==> src/rtl/mem_arbiter_rr_pkg.sv <==
// Shared types and constants for the round-robin shared-RAM arbiter.
// Holds the FSM state encoding, default parameters and the index-width helper.
package mem_arb_pkg;

    typedef enum logic [1:0] {
        IDLE  = 2'd0,
        ISSUE = 2'd1,
        WAIT  = 2'd2,
        DONE  = 2'd3
    } arb_state_e;

    localparam int unsigned DEF_NCORES  = 4;
    localparam int unsigned DEF_ADDR_W  = 8;
    localparam int unsigned DEF_DATA_W  = 8;
    localparam int unsigned DEF_RAM_LAT = 1;

    // Never returns less than 1 so that a 1-deep counter still has a bit.
    function automatic int unsigned clog2(input int unsigned n);
        int unsigned w;
        w = 1;
        while ((32'd1 << w) < n) begin
            w++;
        end
        return w;
    endfunction

endpackage

==> src/rtl/mem_arbiter_rr_if.sv <==
// Core-array and RAM-side bus of the shared-RAM arbiter.
// master = core array / RAM environment, slave = the arbiter itself.
interface mem_arbiter_rr_if
    import mem_arb_pkg::*;
#(
    parameter int unsigned NCORES = DEF_NCORES,
    parameter int unsigned ADDR_W = DEF_ADDR_W,
    parameter int unsigned DATA_W = DEF_DATA_W
);
    logic [NCORES-1:0]        req_rd;
    logic [NCORES-1:0]        req_wr;
    logic [NCORES-1:0]        lock;
    logic [NCORES*ADDR_W-1:0] addr;
    logic [NCORES*DATA_W-1:0] wdata;
    logic [NCORES-1:0]        ack;
    logic [NCORES*DATA_W-1:0] rdata;
    logic [ADDR_W-1:0]        ram_addr;
    logic [DATA_W-1:0]        ram_din;
    logic                     ram_wren;
    logic [DATA_W-1:0]        ram_q;

    modport master (
        output req_rd, req_wr, lock, addr, wdata, ram_q,
        input  ack, rdata, ram_addr, ram_din, ram_wren
    );

    modport slave (
        input  req_rd, req_wr, lock, addr, wdata, ram_q,
        output ack, rdata, ram_addr, ram_din, ram_wren
    );

endinterface

==> src/rtl/mem_arbiter_rr_rr_arbiter.sv <==
// Combinational round-robin picker: first requester at or above ptr_i,
// wrapping from NCORES-1 back to 0.
module rr_arbiter
    import mem_arb_pkg::*;
#(
    parameter int unsigned NCORES = DEF_NCORES,
    localparam int unsigned IDX_W = clog2(NCORES)
) (
    input  logic [NCORES-1:0] req_i,
    input  logic [IDX_W-1:0]  ptr_i,
    output logic [NCORES-1:0] gnt_o,
    output logic [IDX_W-1:0]  idx_o,
    output logic              any_o
);

    logic [IDX_W:0] pos;

    always_comb begin
        gnt_o = '0;
        idx_o = '0;
        any_o = 1'b0;
        pos   = '0;
        for (int unsigned k = 0; k < NCORES; k++) begin
            pos = {1'b0, ptr_i} + (IDX_W+1)'(k);
            if (pos >= (IDX_W+1)'(NCORES)) begin
                pos = pos - (IDX_W+1)'(NCORES);
            end
            if (!any_o && req_i[pos[IDX_W-1:0]]) begin
                any_o                = 1'b1;
                idx_o                = pos[IDX_W-1:0];
                gnt_o[pos[IDX_W-1:0]] = 1'b1;
            end
        end
    end

endmodule

==> src/rtl/mem_arbiter_rr.sv <==
// Round-robin arbiter sharing one single-port synchronous RAM among NCORES cores.
// Define MEM_ARB_LOCK_EN to let a core hold the RAM across accesses via lock.
module mem_arbiter_rr
    import mem_arb_pkg::*;
#(
    parameter int unsigned NCORES  = DEF_NCORES,
    parameter int unsigned ADDR_W  = DEF_ADDR_W,
    parameter int unsigned DATA_W  = DEF_DATA_W,
    parameter int unsigned RAM_LAT = DEF_RAM_LAT
) (
    input  logic            clk,
    input  logic            rst_n,
    mem_arbiter_rr_if.slave bus
);

    localparam int unsigned IDX_W = clog2(NCORES);
    localparam int unsigned CNT_W = clog2(RAM_LAT);

    arb_state_e               state_q, state_d;
    logic [IDX_W-1:0]         ptr_q, ptr_d;
    logic [IDX_W-1:0]         gnt_q, gnt_d;
    logic                     wr_q, wr_d;
    logic [CNT_W-1:0]         cnt_q, cnt_d;
    logic [NCORES-1:0]        ack_q, ack_d;
    logic [NCORES*DATA_W-1:0] rdata_q, rdata_d;
    logic [ADDR_W-1:0]        ram_addr_q, ram_addr_d;
    logic [DATA_W-1:0]        ram_din_q, ram_din_d;
    logic                     ram_wren_q, ram_wren_d;
`ifdef MEM_ARB_LOCK_EN
    logic                     own_vld_q, own_vld_d;
    logic [IDX_W-1:0]         own_q, own_d;
`endif

    logic [NCORES-1:0] req_any;
    logic [NCORES-1:0] arb_gnt;
    logic [IDX_W-1:0]  arb_idx;
    logic              arb_any;
    logic [IDX_W-1:0]  sel_idx;
    logic              sel_vld;
    logic              sel_wr;
    logic              sel_hold;

    assign req_any = bus.req_rd | bus.req_wr;

    rr_arbiter #(.NCORES(NCORES)) u_rr_arbiter (
        .req_i (req_any),
        .ptr_i (ptr_q),
        .gnt_o (arb_gnt),
        .idx_o (arb_idx),
        .any_o (arb_any)
    );

    // A requesting lock owner overrides the round-robin choice.
    always_comb begin
        sel_idx  = arb_idx;
        sel_vld  = arb_any;
        sel_wr   = |(arb_gnt & bus.req_wr);
        sel_hold = 1'b0;
`ifdef MEM_ARB_LOCK_EN
        if (own_vld_q && req_any[own_q]) begin
            sel_idx  = own_q;
            sel_vld  = 1'b1;
            sel_wr   = bus.req_wr[own_q];
            sel_hold = 1'b1;
        end
`endif
    end

    always_comb begin
        state_d    = state_q;
        ptr_d      = ptr_q;
        gnt_d      = gnt_q;
        wr_d       = wr_q;
        cnt_d      = cnt_q;
        ack_d      = '0;
        rdata_d    = rdata_q;
        ram_addr_d = ram_addr_q;
        ram_din_d  = ram_din_q;
        ram_wren_d = 1'b0;
`ifdef MEM_ARB_LOCK_EN
        own_vld_d  = own_vld_q;
        own_d      = own_q;
`endif
        case (state_q)
            IDLE: begin
`ifdef MEM_ARB_LOCK_EN
                if (own_vld_q && !req_any[own_q] && !bus.lock[own_q]) begin
                    own_vld_d = 1'b0;
                end
`endif
                if (sel_vld) begin
                    state_d    = ISSUE;
                    gnt_d      = sel_idx;
                    wr_d       = sel_wr;
                    ram_addr_d = bus.addr[sel_idx*ADDR_W +: ADDR_W];
                    ram_din_d  = bus.wdata[sel_idx*DATA_W +: DATA_W];
                    ram_wren_d = sel_wr;
                    if (!sel_hold) begin
                        ptr_d = (sel_idx == IDX_W'(NCORES-1)) ? '0 : sel_idx + IDX_W'(1);
                    end
`ifdef MEM_ARB_LOCK_EN
                    if (!sel_hold && !own_vld_d && bus.lock[sel_idx]) begin
                        own_vld_d = 1'b1;
                        own_d     = sel_idx;
                    end
`endif
                end
            end
            ISSUE: begin
                state_d = WAIT;
                cnt_d   = '0;
            end
            WAIT: begin
                if (cnt_q == CNT_W'(RAM_LAT-1)) begin
                    state_d      = DONE;
                    ack_d[gnt_q] = 1'b1;
                    if (!wr_q) begin
                        rdata_d[gnt_q*DATA_W +: DATA_W] = bus.ram_q;
                    end
                end else begin
                    cnt_d = cnt_q + CNT_W'(1);
                end
            end
            DONE: begin
                state_d = IDLE;
`ifdef MEM_ARB_LOCK_EN
                if (own_vld_q && (own_q == gnt_q) && !bus.lock[gnt_q]) begin
                    own_vld_d = 1'b0;
                end
`endif
            end
            default: state_d = IDLE;
        endcase
    end

    always_ff @(posedge clk or negedge rst_n) begin
        if (!rst_n) begin
            state_q    <= IDLE;
            ptr_q      <= '0;
            gnt_q      <= '0;
            wr_q       <= 1'b0;
            cnt_q      <= '0;
            ack_q      <= '0;
            rdata_q    <= '0;
            ram_addr_q <= '0;
            ram_din_q  <= '0;
            ram_wren_q <= 1'b0;
`ifdef MEM_ARB_LOCK_EN
            own_vld_q  <= 1'b0;
            own_q      <= '0;
`endif
        end else begin
            state_q    <= state_d;
            ptr_q      <= ptr_d;
            gnt_q      <= gnt_d;
            wr_q       <= wr_d;
            cnt_q      <= cnt_d;
            ack_q      <= ack_d;
            rdata_q    <= rdata_d;
            ram_addr_q <= ram_addr_d;
            ram_din_q  <= ram_din_d;
            ram_wren_q <= ram_wren_d;
`ifdef MEM_ARB_LOCK_EN
            own_vld_q  <= own_vld_d;
            own_q      <= own_d;
`endif
        end
    end

    assign bus.ack      = ack_q;
    assign bus.rdata    = rdata_q;
    assign bus.ram_addr = ram_addr_q;
    assign bus.ram_din  = ram_din_q;
    assign bus.ram_wren = ram_wren_q;

endmodule

==> src/flat_wrapper.sv <==
// flat-port wrapper written by rule: the top's interface ports become plain ports
module mem_arbiter_rr_flat import mem_arb_pkg::*;
#(
    parameter int unsigned NCORES  = DEF_NCORES,
    parameter int unsigned ADDR_W  = DEF_ADDR_W,
    parameter int unsigned DATA_W  = DEF_DATA_W,
    parameter int unsigned RAM_LAT = DEF_RAM_LAT
)
  (clk, rst_n, bus_req_rd, bus_req_wr, bus_lock, bus_addr, bus_wdata, bus_ram_q, bus_ack, bus_rdata, bus_ram_addr, bus_ram_din, bus_ram_wren);
  mem_arbiter_rr_if #(.NCORES(NCORES), .ADDR_W(ADDR_W), .DATA_W(DATA_W)) bus_i ();
  input  logic clk;
  input  logic rst_n;
  input wire logic [$bits(bus_i.req_rd)-1:0] bus_req_rd;
  input wire logic [$bits(bus_i.req_wr)-1:0] bus_req_wr;
  input wire logic [$bits(bus_i.lock)-1:0] bus_lock;
  input wire logic [$bits(bus_i.addr)-1:0] bus_addr;
  input wire logic [$bits(bus_i.wdata)-1:0] bus_wdata;
  input wire logic [$bits(bus_i.ram_q)-1:0] bus_ram_q;
  output wire logic [$bits(bus_i.ack)-1:0] bus_ack;
  output wire logic [$bits(bus_i.rdata)-1:0] bus_rdata;
  output wire logic [$bits(bus_i.ram_addr)-1:0] bus_ram_addr;
  output wire logic [$bits(bus_i.ram_din)-1:0] bus_ram_din;
  output wire logic [$bits(bus_i.ram_wren)-1:0] bus_ram_wren;
  assign bus_i.req_rd = bus_req_rd;
  assign bus_i.req_wr = bus_req_wr;
  assign bus_i.lock = bus_lock;
  assign bus_i.addr = bus_addr;
  assign bus_i.wdata = bus_wdata;
  assign bus_i.ram_q = bus_ram_q;
  assign bus_ack = bus_i.ack;
  assign bus_rdata = bus_i.rdata;
  assign bus_ram_addr = bus_i.ram_addr;
  assign bus_ram_din = bus_i.ram_din;
  assign bus_ram_wren = bus_i.ram_wren;
  mem_arbiter_rr #(.NCORES(NCORES), .ADDR_W(ADDR_W), .DATA_W(DATA_W), .RAM_LAT(RAM_LAT)) u_core (.clk(clk), .rst_n(rst_n), .bus(bus_i));
endmodule
==> config.mk <==
export PLATFORM = sky130hd
export DESIGN_NAME = mem_arbiter_rr_flat
export DESIGN_NICKNAME = d
export VERILOG_FILES = /design/src/rtl/mem_arbiter_rr_pkg.sv /design/src/rtl/mem_arbiter_rr_if.sv /design/src/rtl/mem_arbiter_rr_rr_arbiter.sv /design/src/rtl/mem_arbiter_rr.sv /design/src/flat_wrapper.sv
export SDC_FILE = /design/constraint.sdc
export NUM_CORES = 1
export LEC_CHECK = 0
export BUFFER_PORTS_ARGS = -buffer_cell sky130_fd_sc_hd__buf_2
export CORE_ASPECT_RATIO = 1.5
export CORE_MARGIN = 2
export CORE_UTILIZATION = 48
export CTS_CLUSTER_SIZE = 16
export DETAILED_ROUTE_END_ITERATION = 8
export PLACE_DENSITY = 0.79
export SLEW_MARGIN = 25
export SYNTH_ARGS = -nofsm -noshare
export SYNTH_HDL_FRONTEND = slang
export SYNTH_SLANG_ARGS = --single-unit
==> constraint.sdc <==
create_clock -name clk -period 3.8 [get_ports clk]
set_clock_uncertainty 0.05 [all_clocks]
set_input_delay 0.38 -clock clk [delete_from_list [all_inputs] [get_ports clk]]
set_output_delay 0.38 -clock clk [all_outputs]
set_load 0.1 [all_outputs]
==> metrics.yaml <==
status: "complete, but fails checks"
clock_sinks: 60
clock.fmax_ghz: 0.304
finalCriticalPeriod_ns: 3.29
die_x_um: 71.3
ctsHoldBuffers: 0
hold_class: "input pin to async pin"
synth-edff-count: 0
wire_per_inst_um: 16.4
end_kind: "register"
drc_errors: 0
worst_pin_slew_ns: 0.730
ys_types: 46
grt_max_degree: 44
cts_resized: 0
syn_area_um2: 3260
rsz0062_at_grt: "false"
dr.first_iter.drc_count: 146
portBuffers: 134
worstSetupStartpointType: "register"
ys_ff_latch: 60
ant_nets: 0
viasPerCell: 5.83
required_ns: 3.92
final_common_cell: "buf_2"
grt.total_usage: 0.233
slew_headroom: 0.512
antenna_found_initial: 0
io_pins: 139
cp_max_fo: 21
drv_cap: 0
clk_pin_slew_worst_paths_ns: 0.07
timing.hold.ws_ns: -0.0231
syn_nets: 397
timing.final.setup_violations: 0
fin_crit_sh: 0.866
cts_tree: "yes"
numCtsBuffers: 9
die_h_um: 105
diodes: 0
overflow: 0
via_count: 2998
tns_ns: 0
dp_slack_ns: 0.516
synthCells: 294
first_global_vias: 3033
violations: "hold timing"
hpwl_um: 6350
grt_pass1_wl_um: 13800
rows: 36
post_cts_buffers: 0
ctsRootBufferMaster: "clkbuf_8"
firstDrtPassIters: 5
final_cell_mix: "133 x buf_2, 60 x dfrtp_1, 33 x a22o_1, 33 x mux2i_1, 28 x nand2_1"
fp.coreArea_um2: 6530
arrival_ns: 3.41
drive_gt1_frac: 0.386
wl_um: 8420
ctsHtreeMaxLevel: 3
clk_path_buf_depth: 2
seq_area_frac_synth: 0.461
crit_type: "register to register"
ys_dominant_reg_cell: "dfrtp_1"
clk_latency_ns: 0.33
yosysWarnings: 0
avgSynthCellArea_um2: 11.1
fin_ws_ns: 0.510
syn_to_final_growth_pct: 30.4
nets: 536
die_area_um2: 7480
routabilityCongestion: 0.866
rrSetupSlack_ns: 0.51
synthArstFlopShare: 1.00
drv_slew: 0
start_util: 0.499
hold_viol: 42
flip-flops by register name, summed over array words and instances (netlist names), named ones only:
| signal | cells |
|---|---|
| u_core.wr_q | 1 |
| u_core.bus.rdata | 32 |
| u_core.bus.ram_din | 8 |
| u_core.ptr_q | 1 |
| u_core.gnt_q | 2 |
| u_core.bus.ack | 4 |
| u_core.bus.ram_wren | 1 |
| u_core.bus.ram_addr | 8 |
| u_core.state_q | 2 |
path summary, 6_finish.rpt:
| path | startpoint | endpoint | cells after the start |
|---|---|---|---|
| min | rst_n | u_core.wr_q$_DFFE_PN0P_ | 1 |
| min reg2reg | u_core.bus.ram_addr[0]$_DFFE_PN0P_ | u_core.bus.ram_addr[0]$_DFFE_PN0P_ | 2 |
| max | register | u_core.bus.ram_addr[3]$_DFFE_PN0P_ | 9 |
| min in group clk | bus_ram_q[0] | u_core.bus.rdata[0]$_DFFE_PN0P_ | 2 |
| max reg2reg | register | u_core.bus.ram_addr[3]$_DFFE_PN0P_ | 9 |
| max in group asynchronous | rst_n | u_core.bus.ram_din[1]$_DFFE_PN0P_ | 2 |
Yosys cell counts (all sizes together) (2+ instances only):
cell type	number	area, um^2
o221ai	16	140
o22ai	3	18.8
nand2b	3	18.8
nor3	4	20.0
nor2	12	45.0
a22oi	2	15.0
mux4	3	67.6
dfrtp	60	1500
inv	9	33.8
a21oi	3	15.0
o21ai	10	50.1
ha	17	213
or2	6	37.5
nand2	28	105
or4	2	15.0
nand3	2	10.0
a22o	33	289
nor4	6	37.5
buf	7	51.3
mux2i	33	330
clkbuf	8	30.0
and2	4	25.0
a222oi	2	20.0
nor2b	3	18.8
critical path, stage by stage, from the launching register on:
cell and delay, ns:
dfrtp_1 0.65, inv_2 0.08, ha_1 0.43, or2_2 0.35
nor4_1 0.35, a211o_1 0.16, o22a_2 0.43, buf_12 0.25
mux2i_1 0.22, o221ai_1 0.14
layout make-up:
cell class                 count  area, um^2
inverter                       9        33.8
multi-input combinational    210        1640
clock inverter                 7         100
sequential                    60        1500
fill                         519        2280
clock buffer                   9         124
timing repair buffer         143         753
tap                           76        95.1
layer usage:
layer  GRT usage  vias to the layer above  wire, um
met5           0                        -         0
met4       0.116                        0       130
met3      0.0328                       13       519
met2       0.413                      142      4520
met1       0.266                     1440      3250
li1            -                     1403         -
stage by stage:
| stage | cell area [um^2] | instances | hold WS (ns) | util |
|---|---|---|---|---|
| after CTS | 4250 | 514 | 0.147 | 0.651 |
| after floorplan | 3260 | 294 | 0.0344 | - |
| after detailed placement | 4030 | 498 | 0.418 | 0.616 |
| after global routing | 4250 | 514 | 0.0194 | 0.651 |
| after global placement | 4030 | 498 | 0.418 | 0.616 |
| final | 4250 | 514 | -0.0231 | 0.651 |
logic make-up after synthesis:
kind of cell    Yosys count  synth area share
flops                    60             0.461
fa+ha+maj                17            0.0653
mux                      37             0.126
simple gates             73             0.109
buf+inv                  24            0.0353
compound gates           83             0.205
Power is not shown: default switching activity piles up to over one toggle a cycle in this logic, so the estimate is an artifact.
